$ cat config.mk
export PLATFORM = sky130hd
export DESIGN_NAME = pwm_capture
export DESIGN_NICKNAME = d
export VERILOG_FILES = /design/src/rtl/pwm_pkg.sv /design/src/rtl/sync_edge.sv /design/src/rtl/pwm_capture.sv
export SDC_FILE = /design/constraint.sdc
export NUM_CORES = 1
export LEC_CHECK = 0
export ABC_CLOCK_PERIOD_IN_PS = 1700
export BUFFER_PORTS_ARGS = -buffer_cell sky130_fd_sc_hd__clkbuf_2
export CAP_MARGIN = 20
export CORE_UTILIZATION = 44
export DETAILED_ROUTE_END_ITERATION = 8
export HOLD_SLACK_MARGIN = 0.06
export SLEW_MARGIN = 25
export SYNTH_ARGS = -nofsm -noshare
export SYNTH_HDL_FRONTEND = slang
export SYNTH_SLANG_ARGS = --single-unit
$ cat constraint.sdc
create_clock -name clk -period 1.7 [get_ports clk]
set_input_delay 0.34 -clock clk [delete_from_list [all_inputs] [get_ports clk]]
set_output_delay 0.34 -clock clk [all_outputs]
set_load 0.05 [all_outputs]
$ cat src/rtl/pwm_pkg.sv
// pwm_pkg
// Shared definitions for the PWM generator / capture pair.
//   PWD_WIDTH_DEFAULT : default duty width W used by both ends of the link.
//   meas_event_t      : what the capture block does on a given clock cycle.
package pwm_pkg;

   localparam int PWD_WIDTH_DEFAULT = 4;

   // Per-cycle measurement event. A rise always wins over a timeout.
   typedef enum logic [1:0] {
      EV_NONE    = 2'd0,
      EV_RISE    = 2'd1,
      EV_TIMEOUT = 2'd2
   } meas_event_t;

endpackage

$ cat src/rtl/sync_edge.sv
// sync_edge
// Two-flop synchronizer for an asynchronous single-bit input, plus one extra
// flop holding the previous synchronized value for rising-edge detection.
// Ports:
//   clk      : clock
//   rst_n    : asynchronous active-low reset, clears all flops to 0
//   in_async : asynchronous input
//   in_s     : synchronized input (second synchronizer stage)
//   rise     : combinational, high while in_s is 1 and its previous value was 0
module sync_edge (
   input  logic clk,
   input  logic rst_n,
   input  logic in_async,
   output logic in_s,
   output logic rise
);

   logic meta_reg;
   logic sync_reg;
   logic prev_reg;

   always_ff @(posedge clk or negedge rst_n) begin
      if (!rst_n) begin
         meta_reg <= 1'b0;
         sync_reg <= 1'b0;
         prev_reg <= 1'b0;
      end else begin
         meta_reg <= in_async;
         sync_reg <= meta_reg;
         prev_reg <= sync_reg;
      end
   end

   assign in_s = sync_reg;
   assign rise = sync_reg & ~prev_reg;

endmodule

$ cat src/rtl/pwm_capture.sv
// pwm_capture
// PWM receiver: measures high-cycle count and period length of an asynchronous
// PWM input, rising edge to rising edge, and flags a constant-level input.
// Ports:
//   clk    : clock
//   rst_n  : asynchronous active-low reset
//   pwm_in : PWM input, asynchronous to clk
//   duty   : high cycles of last measured period, saturated at DMAX
//   period : cycles of last measured period, saturated at PMAX
//   valid  : one-cycle pulse, duty/period/stuck just updated
//   stuck  : last report was a constant-level timeout
module pwm_capture
   import pwm_pkg::*;
#(
   parameter int PWD_WIDTH = PWD_WIDTH_DEFAULT
) (
   input  logic                 clk,
   input  logic                 rst_n,
   input  logic                 pwm_in,
   output logic [PWD_WIDTH-1:0] duty,
   output logic [PWD_WIDTH:0]   period,
   output logic                 valid,
   output logic                 stuck
);

   localparam int W = PWD_WIDTH;
   localparam logic [W-1:0] DMAX    = {W{1'b1}};
   localparam logic [W:0]   PMAX    = {(W+1){1'b1}};
   localparam logic [W:0]   CNT_ONE = {{W{1'b0}}, 1'b1};

   logic pwm_s;
   logic rise;

   sync_edge u_sync_edge (
      .clk      (clk),
      .rst_n    (rst_n),
      .in_async (pwm_in),
      .in_s     (pwm_s),
      .rise     (rise)
   );

   logic [W:0]   per_cnt_reg, per_cnt_next;
   logic [W:0]   hi_cnt_reg,  hi_cnt_next;
   logic         armed_reg,   armed_next;
   logic [W-1:0] duty_reg,    duty_next;
   logic [W:0]   period_reg,  period_next;
   logic         stuck_reg,   stuck_next;
   logic         valid_reg,   valid_next;

   meas_event_t  ev;
   logic [W-1:0] hi_clamped;

   // hi_cnt can exceed DMAX when the high phase is longer than the duty
   // range; report the clamped value.
   assign hi_clamped = (hi_cnt_reg > {1'b0, DMAX}) ? DMAX : hi_cnt_reg[W-1:0];

   always_comb begin
      ev = EV_NONE;
      if (rise) begin
         ev = EV_RISE;
      end else if (per_cnt_reg == PMAX) begin
         ev = EV_TIMEOUT;
      end
   end

   always_comb begin
      per_cnt_next = per_cnt_reg;
      hi_cnt_next  = hi_cnt_reg;
      armed_next   = armed_reg;
      duty_next    = duty_reg;
      period_next  = period_reg;
      stuck_next   = stuck_reg;
      valid_next   = 1'b0;

      case (ev)
         EV_RISE: begin
            // The first rise after reset or a timeout only starts a
            // measurement; there is no complete period to report yet.
            if (armed_reg) begin
               duty_next   = hi_clamped;
               period_next = per_cnt_reg;
               stuck_next  = 1'b0;
               valid_next  = 1'b1;
            end else begin
               armed_next  = 1'b1;
            end
            // The rise cycle itself is the first high cycle of the new period.
            per_cnt_next = CNT_ONE;
            hi_cnt_next  = CNT_ONE;
         end
         EV_TIMEOUT: begin
            duty_next    = pwm_s ? DMAX : '0;
            period_next  = PMAX;
            stuck_next   = 1'b1;
            valid_next   = 1'b1;
            per_cnt_next = CNT_ONE;
            hi_cnt_next  = {{W{1'b0}}, pwm_s};
            // A period that spanned a timeout is not trustworthy.
            armed_next   = 1'b0;
         end
         default: begin
            per_cnt_next = (per_cnt_reg == PMAX) ? PMAX : per_cnt_reg + CNT_ONE;
            hi_cnt_next  = (hi_cnt_reg == PMAX) ? PMAX
                         : hi_cnt_reg + {{W{1'b0}}, pwm_s};
         end
      endcase
   end

   always_ff @(posedge clk or negedge rst_n) begin
      if (!rst_n) begin
         per_cnt_reg <= '0;
         hi_cnt_reg  <= '0;
         armed_reg   <= 1'b0;
         duty_reg    <= '0;
         period_reg  <= '0;
         stuck_reg   <= 1'b0;
         valid_reg   <= 1'b0;
      end else begin
         per_cnt_reg <= per_cnt_next;
         hi_cnt_reg  <= hi_cnt_next;
         armed_reg   <= armed_next;
         duty_reg    <= duty_next;
         period_reg  <= period_next;
         stuck_reg   <= stuck_next;
         valid_reg   <= valid_next;
      end
   end

   assign duty   = duty_reg;
   assign period = period_reg;
   assign valid  = valid_reg;
   assign stuck  = stuck_reg;

endmodule

# After elaboration in Yosys (flattened, before gate mapping)
# Index checks and enable logic that the tools add are counted.
[totals]
reg_bits = 25
in_bits = 3
output_inout_bits = 11
word_cells = 40
[classes]
addsub = 2
order_cmp = 1
n_eq_ne = 5
n_mux = 17
bitwise_logic = 2
n_reduce_logical = 3
[op_table]
columns = ["op", "n"]
rows = [
  ["5-bit two-way mux", 4],
  ["5-bit one-hot mux with 2 select lines", 2],
  ["4-bit two-way mux", 3],
  ["5-bit equality test, second input constant", 2],
  ["4-bit one-hot mux with 2 select lines", 1],
  ["1-bit one-hot mux with 2 select lines", 3],
  ["5-bit by 1-bit adder with 5-bit output", 1],
  ["5-bit by 1-bit adder with 5-bit output, second input constant", 1],
  ["5-bit by 4-bit > comparator with 1-bit output, second input constant", 1],
  ["2-bit two-way mux", 2],
  ["2-bit by 1-bit equality test with 1-bit output, second input constant", 1],
  ["2-bit equality test, second input constant", 1],
  ["1-bit two-way mux", 2],
  ["2-bit != test, second input constant", 1],
  ["2-bit AND reduction", 1],
  ["2-bit nonzero test", 1],
  ["2-bit OR reduction", 1],
  ["1-bit bitwise AND", 1],
  ["1-bit NOT", 1],
]

# Longest topological paths before layout
[logic_depth]
word_depth = 6
depth_mapped = 5
depth_no_buf = 5

# Hierarchy
# A second synthesis with hierarchy kept.
[unflattened]
hier_cells = 96
area_unflattened_um2 = 1067.3
[by_module_without_submodules]
columns = ["module", "instances", "cells_each", "area_per_inst_um2", "seq_area_each_um2"]
rows = [
  ["pwm_capture", 1, 92, 978.4, 550.5],
  ["sync_edge", 1, 4, 88.8, 75.1],
]

# Worst setup path before layout
# OpenSTA, ideal clock, no wires.
[synth_path]
kind = "reg-to-reg"
start = "register per_cnt_reg[0]"
end = "register period_reg[3] (netlist: period[3])"
arrival_time_ns = 1.402
t_required_ns = 1.575
slack_ns = 0.173
stages_incl_launch_ff = 6
synth_period_minus_slack_ns = 1.527
cell_sequence = "dfrtp_1 -> ha_1 -> and4_1 -> buf_6 -> a21oi_2 -> mux2_4"
[synth_between]
elab_chain_len = 6
elab_cells_between_ends = 9
classes_between = "eq/ne: 4; mux: 3; reduce/logical: 2"
[synth_lines]
columns = ["element", "line", "source"]
rows = [
  ["start: declaration", "pwm_capture.sv:42", "logic [W:0] per_cnt_reg, per_cnt_next;"],
  ["start signal: assignment", "pwm_capture.sv:119", "per_cnt_reg <= per_cnt_next;"],
  ["5-bit equality test (*)", "pwm_capture.sv:61", "end else if (per_cnt_reg == PMAX) begin"],
  ["2-bit two-way mux (*)", "pwm_capture.sv:61", ""],
  ["2-bit two-way mux (*)", "pwm_capture.sv:59", "if (rise) begin"],
  ["2-bit by 1-bit equality test with 1-bit output or 2-bit equality test (tied branches)", "pwm_capture.sv:75", "case (ev)"],
  ["2-bit != test (no line) or 2-bit nonzero test (tied branches)", "--", ""],
  ["2-bit AND reduction (no line)", "--", ""],
  ["end signal: assignment", "pwm_capture.sv:123", "period_reg <= period_next;"],
  ["end: declaration", "pwm_capture.sv:46", "logic [W:0] period_reg, period_next;"],
]
# Every way passes the cells marked *; elsewhere a longest branch is shown, timed or not.
# A chain may end at the register's enable or synchronous reset.

# Worst setup path in the final report
# Same ends and word-level chain as after synthesis.

==> results.md <==
- The wire length of the first global-routing pass is 3320 µm.
- TritonCTS built the clock tree.
- The Yosys warning count is 0.
- The class of the tightest hold or removal check is input pin to register.
- The summed area of non-filler cells in the final layout is 1180 µm².
- The via count of the first global-routing pass is 709.
- At the end of routability-driven placement, the weighted congestion stood at 0.790.
- The detailed-routing iteration count for the pre-antenna-repair pass is 5.
- The relative contribution of combinational cells to total power is 34.9%.
- The largest single stage delay on the critical path is 0.44 ns.
- Walking the worst path, the cells encountered are ha_1 -> and4_1 -> a21oi_2 -> mux2_4.
- The critical path contains buffers and inverters numbering 0 combined.
- Max-cap violations in this run came to 0.
- The number of post-CTS setup repair buffers is 0.
- The kind of capture point of the worst setup path is a register.
- The area growth from synthesis to layout is 10.3%.
- The relative contribution of the clock network to total power is 14.9%.
- The maximum ir drop on the vdd rail is 0.808 mV.
- In this run the mean area of a mapped cell was 10.9 µm².
- The gate family responsible for the most delay along the worst path is flip-flops.
- The number of hold buffers added after cts is 1.
- The switching power is 0.730 mW.
- The total vias in the final route is 753.
- The count of final hold-check violations is 0.
- Setup repair after global routing left no endpoint under its margin.
- In this run the vertical extent of the chip is 51.3 µm.
- In this run, the number of DRC markers left after iteration 0 of detailed routing was 13.
- The overall routing resource usage is 17.9%.
- The tree is rooted in a clkbuf_4.
- Internal power comes to 1.02 mW.
- The source-to-sink clock delay at the later pin of the worst-skew pair is 0.31 ns.
- The core region is 2250 µm².
- The number of antenna violations at the first check in global routing is 0.
- The area of the mapped netlist is 1070 µm².
- Setup violations remaining at the end of the flow were counted as 0.
- Net switching is 41.7% of the power.
- The number of instances resized during post-cts repair is 0.
- The most used flip-flop cell after synthesis is dfrtp_1.
- The width of the chip is 51.3 µm.
- The final layout contains routed wiring with a total length of 1960 µm.
- The final antenna-violating net count is 0.
- The power per unit of standard cell area is 1480 nW/µm².
- The shortest period the worst path allows is 1.59 ns.
- The kind of start point of the critical path is a register.
- The maximum clock insertion buffer count is 2.
- The clock sink count is 25.
- The number of primary I/O pins is 14.
- The floorplan die area is 2640 µm².
- In this run the number of H-tree levels came out at 1.
- Sequential elements use 58.4% of the synthesized area.
- The cell with the largest stage delay on the worst path is dfrtp_1.
- The kind of critical path is register to register.
- The DRC violation count after routing is 0.
- STA puts the critical path data arrival time at 1.80 ns.
- After technology mapping, the gate count stands at 98.
- Clock skew on the completed layout was measured at 0.00379 ns.
- The top cell types in the final layout, fill and taps aside, are dfrtp_1, nor2_1, clkbuf_2.
- The biggest fanout along the worst timing path is 6.
- The count of final max-slew check failures is 0.
- After detailed routing, the number of vias per cell comes to 5.34.
- The net count of the finished layout is 120.
- In this run the tightest slew margin relative to its limit is 60.8%.
- The required arrival time at the worst endpoint is 1.91 ns.
- Buffers placed on the I/O ports in this run total 13.
- Synthesis produced a netlist with a net count of 104.
- The flow ran to the end, and the final reports show no timing, DRC or antenna violations.
- The fraction of power consumed by sequential logic is 50.2%.
- The largest net degree at the start of global routing is 26.
- The count of standard-cell rows is 17.
- The measured slew at the worst slew-check pin is 0.588 ns.
- The cell leakage power is 0.565 nW.
- For this run the aggregate overflow at the end of global routing stands at 0.
- The number of distinct library cells after synthesis is 26.
- The library cell used most frequently in the layout, excluding fill and tap cells, is dfrtp_1.
- The cell area after placement is 1140 µm².
- The routed length per placed instance is 13.9 µm.
- The flop and latch count out of synthesis is 25.
- The count of flip-flops with a built-in enable after synthesis is 0.
- Of the cells placed in the final design, the portion with a size suffix greater than 1 is 18.6%.
- Buffers inserted during clock tree synthesis total 3.
- The wire-length estimate of the detail-placed layout is 1400 µm.
- The upper clock frequency limit is 630 MHz.
- Summed over all failing endpoints, the final setup total negative slack is 0 ns.
- The initial core utilization is 47.5%.
- The repair_antennas step left the layout with diodes totalling 0.
- After clock tree synthesis, the clock-pin slew on the worst setup and hold paths is 0.13 ns.
- After synthesis, the share of flip-flops with an asynchronous set or reset is 100%.
- The worst path uses 93.4% of the clock period.
synthesized netlist by cell type, drive strengths merged, types with 2 or more instances:
cell	count	area share (%)
nor2	15	5.3
nand2	5	1.8
ha	3	3.5
inv	3	1.1
dfrtp	25	58
buf	2	2.1
and3	2	1.2
nand3	5	2.3
xor2	4	3.3
a21oi	12	6.0
nand2b	2	1.2
xnor2	2	1.6
o22ai	6	3.5
final cells by class:
type	instances	area (µm²)
repair buffers	14	75.1
well taps	28	35.0
clock buffers	3	22.5
multi-input cells	67	407
inverters	3	11.3
clock inverters	1	5.00
flip-flops and latches	25	626
fillers	223	1070
routing by layer:
metal	routed length (µm)	part of all wire, %	track usage (%)	vias to the layer above
li1	-	-	-	372
met1	984	50	25.4	351
met2	880	45	26.3	26
met3	66	3.4	3.57	4
met4	31	1.6	8.11	0
met5	0	0	0	-
path summary, 6_finish.rpt:
| path | startpoint | cells after the start | end | slack, ns |
|---|---|---|---|---|
| worst max-delay path | per_cnt_reg[0]$_DFF_PN0_ | 4 | period[3]$_DFFE_PN0P_ | 0.11 |
| min in group asynchronous | rst_n | 2 | period[4]$_DFFE_PN0P_ | 0.54 |
| max in group asynchronous | rst_n | 2 | per_cnt_reg[3]$_DFF_PN0_ | 0.78 |
| worst min-delay path | pwm_in | 1 | u_sync_edge.meta_reg$_DFF_PN0_ | 0.13 |
| worst min register to register | u_sync_edge.meta_reg$_DFF_PN0_ | 0 | u_sync_edge.in_s$_DFF_PN0_ | 0.36 |
| worst max register to register | per_cnt_reg[0]$_DFF_PN0_ | 4 | period[3]$_DFFE_PN0P_ | 0.11 |
logic make-up (layout without fill, tap and decap cells):
group | count (synthesis) | after routing | synth area share, %
and+or+nand+nor | 35 | 35 | 15.8
buffers and inverters | 6 | 21 | 3.62
DFF | 25 | 25 | 58.4
xor gates and xnor gates | 6 | 6 | 4.91
AOI/OAI and AO/OA | 22 | 22 | 12.4
adders and majority gates | 3 | 3 | 3.51
muxes | 1 | 1 | 1.40
through the flow:
step	hold WS, ns	total power, mW	util [%]	cells	worst slack, ns
2_1_floorplan	0.0444	1.34	-	98	0.173
3_3_place_gp	0.339	1.49	50.7	136	0.179
3_5_place_dp	0.336	1.50	50.7	136	0.144
4_1_cts	0.112	1.77	52.4	141	0.113
5_1_grt	0.0971	1.86	52.4	141	0.0447
6_report	0.125	1.75	52.4	141	0.113
power groups by stage:
stage	registers (mW)	logic (mW)	clock network [mW]
floorplan	1.11	0.236	0
global placement	0.885	0.602	0
detailed placement	0.893	0.610	0
CTS	0.879	0.615	0.274
global route	0.902	0.665	0.296
finish	0.880	0.611	0.260
No activity file was read; power rests on OpenSTA's default activity.
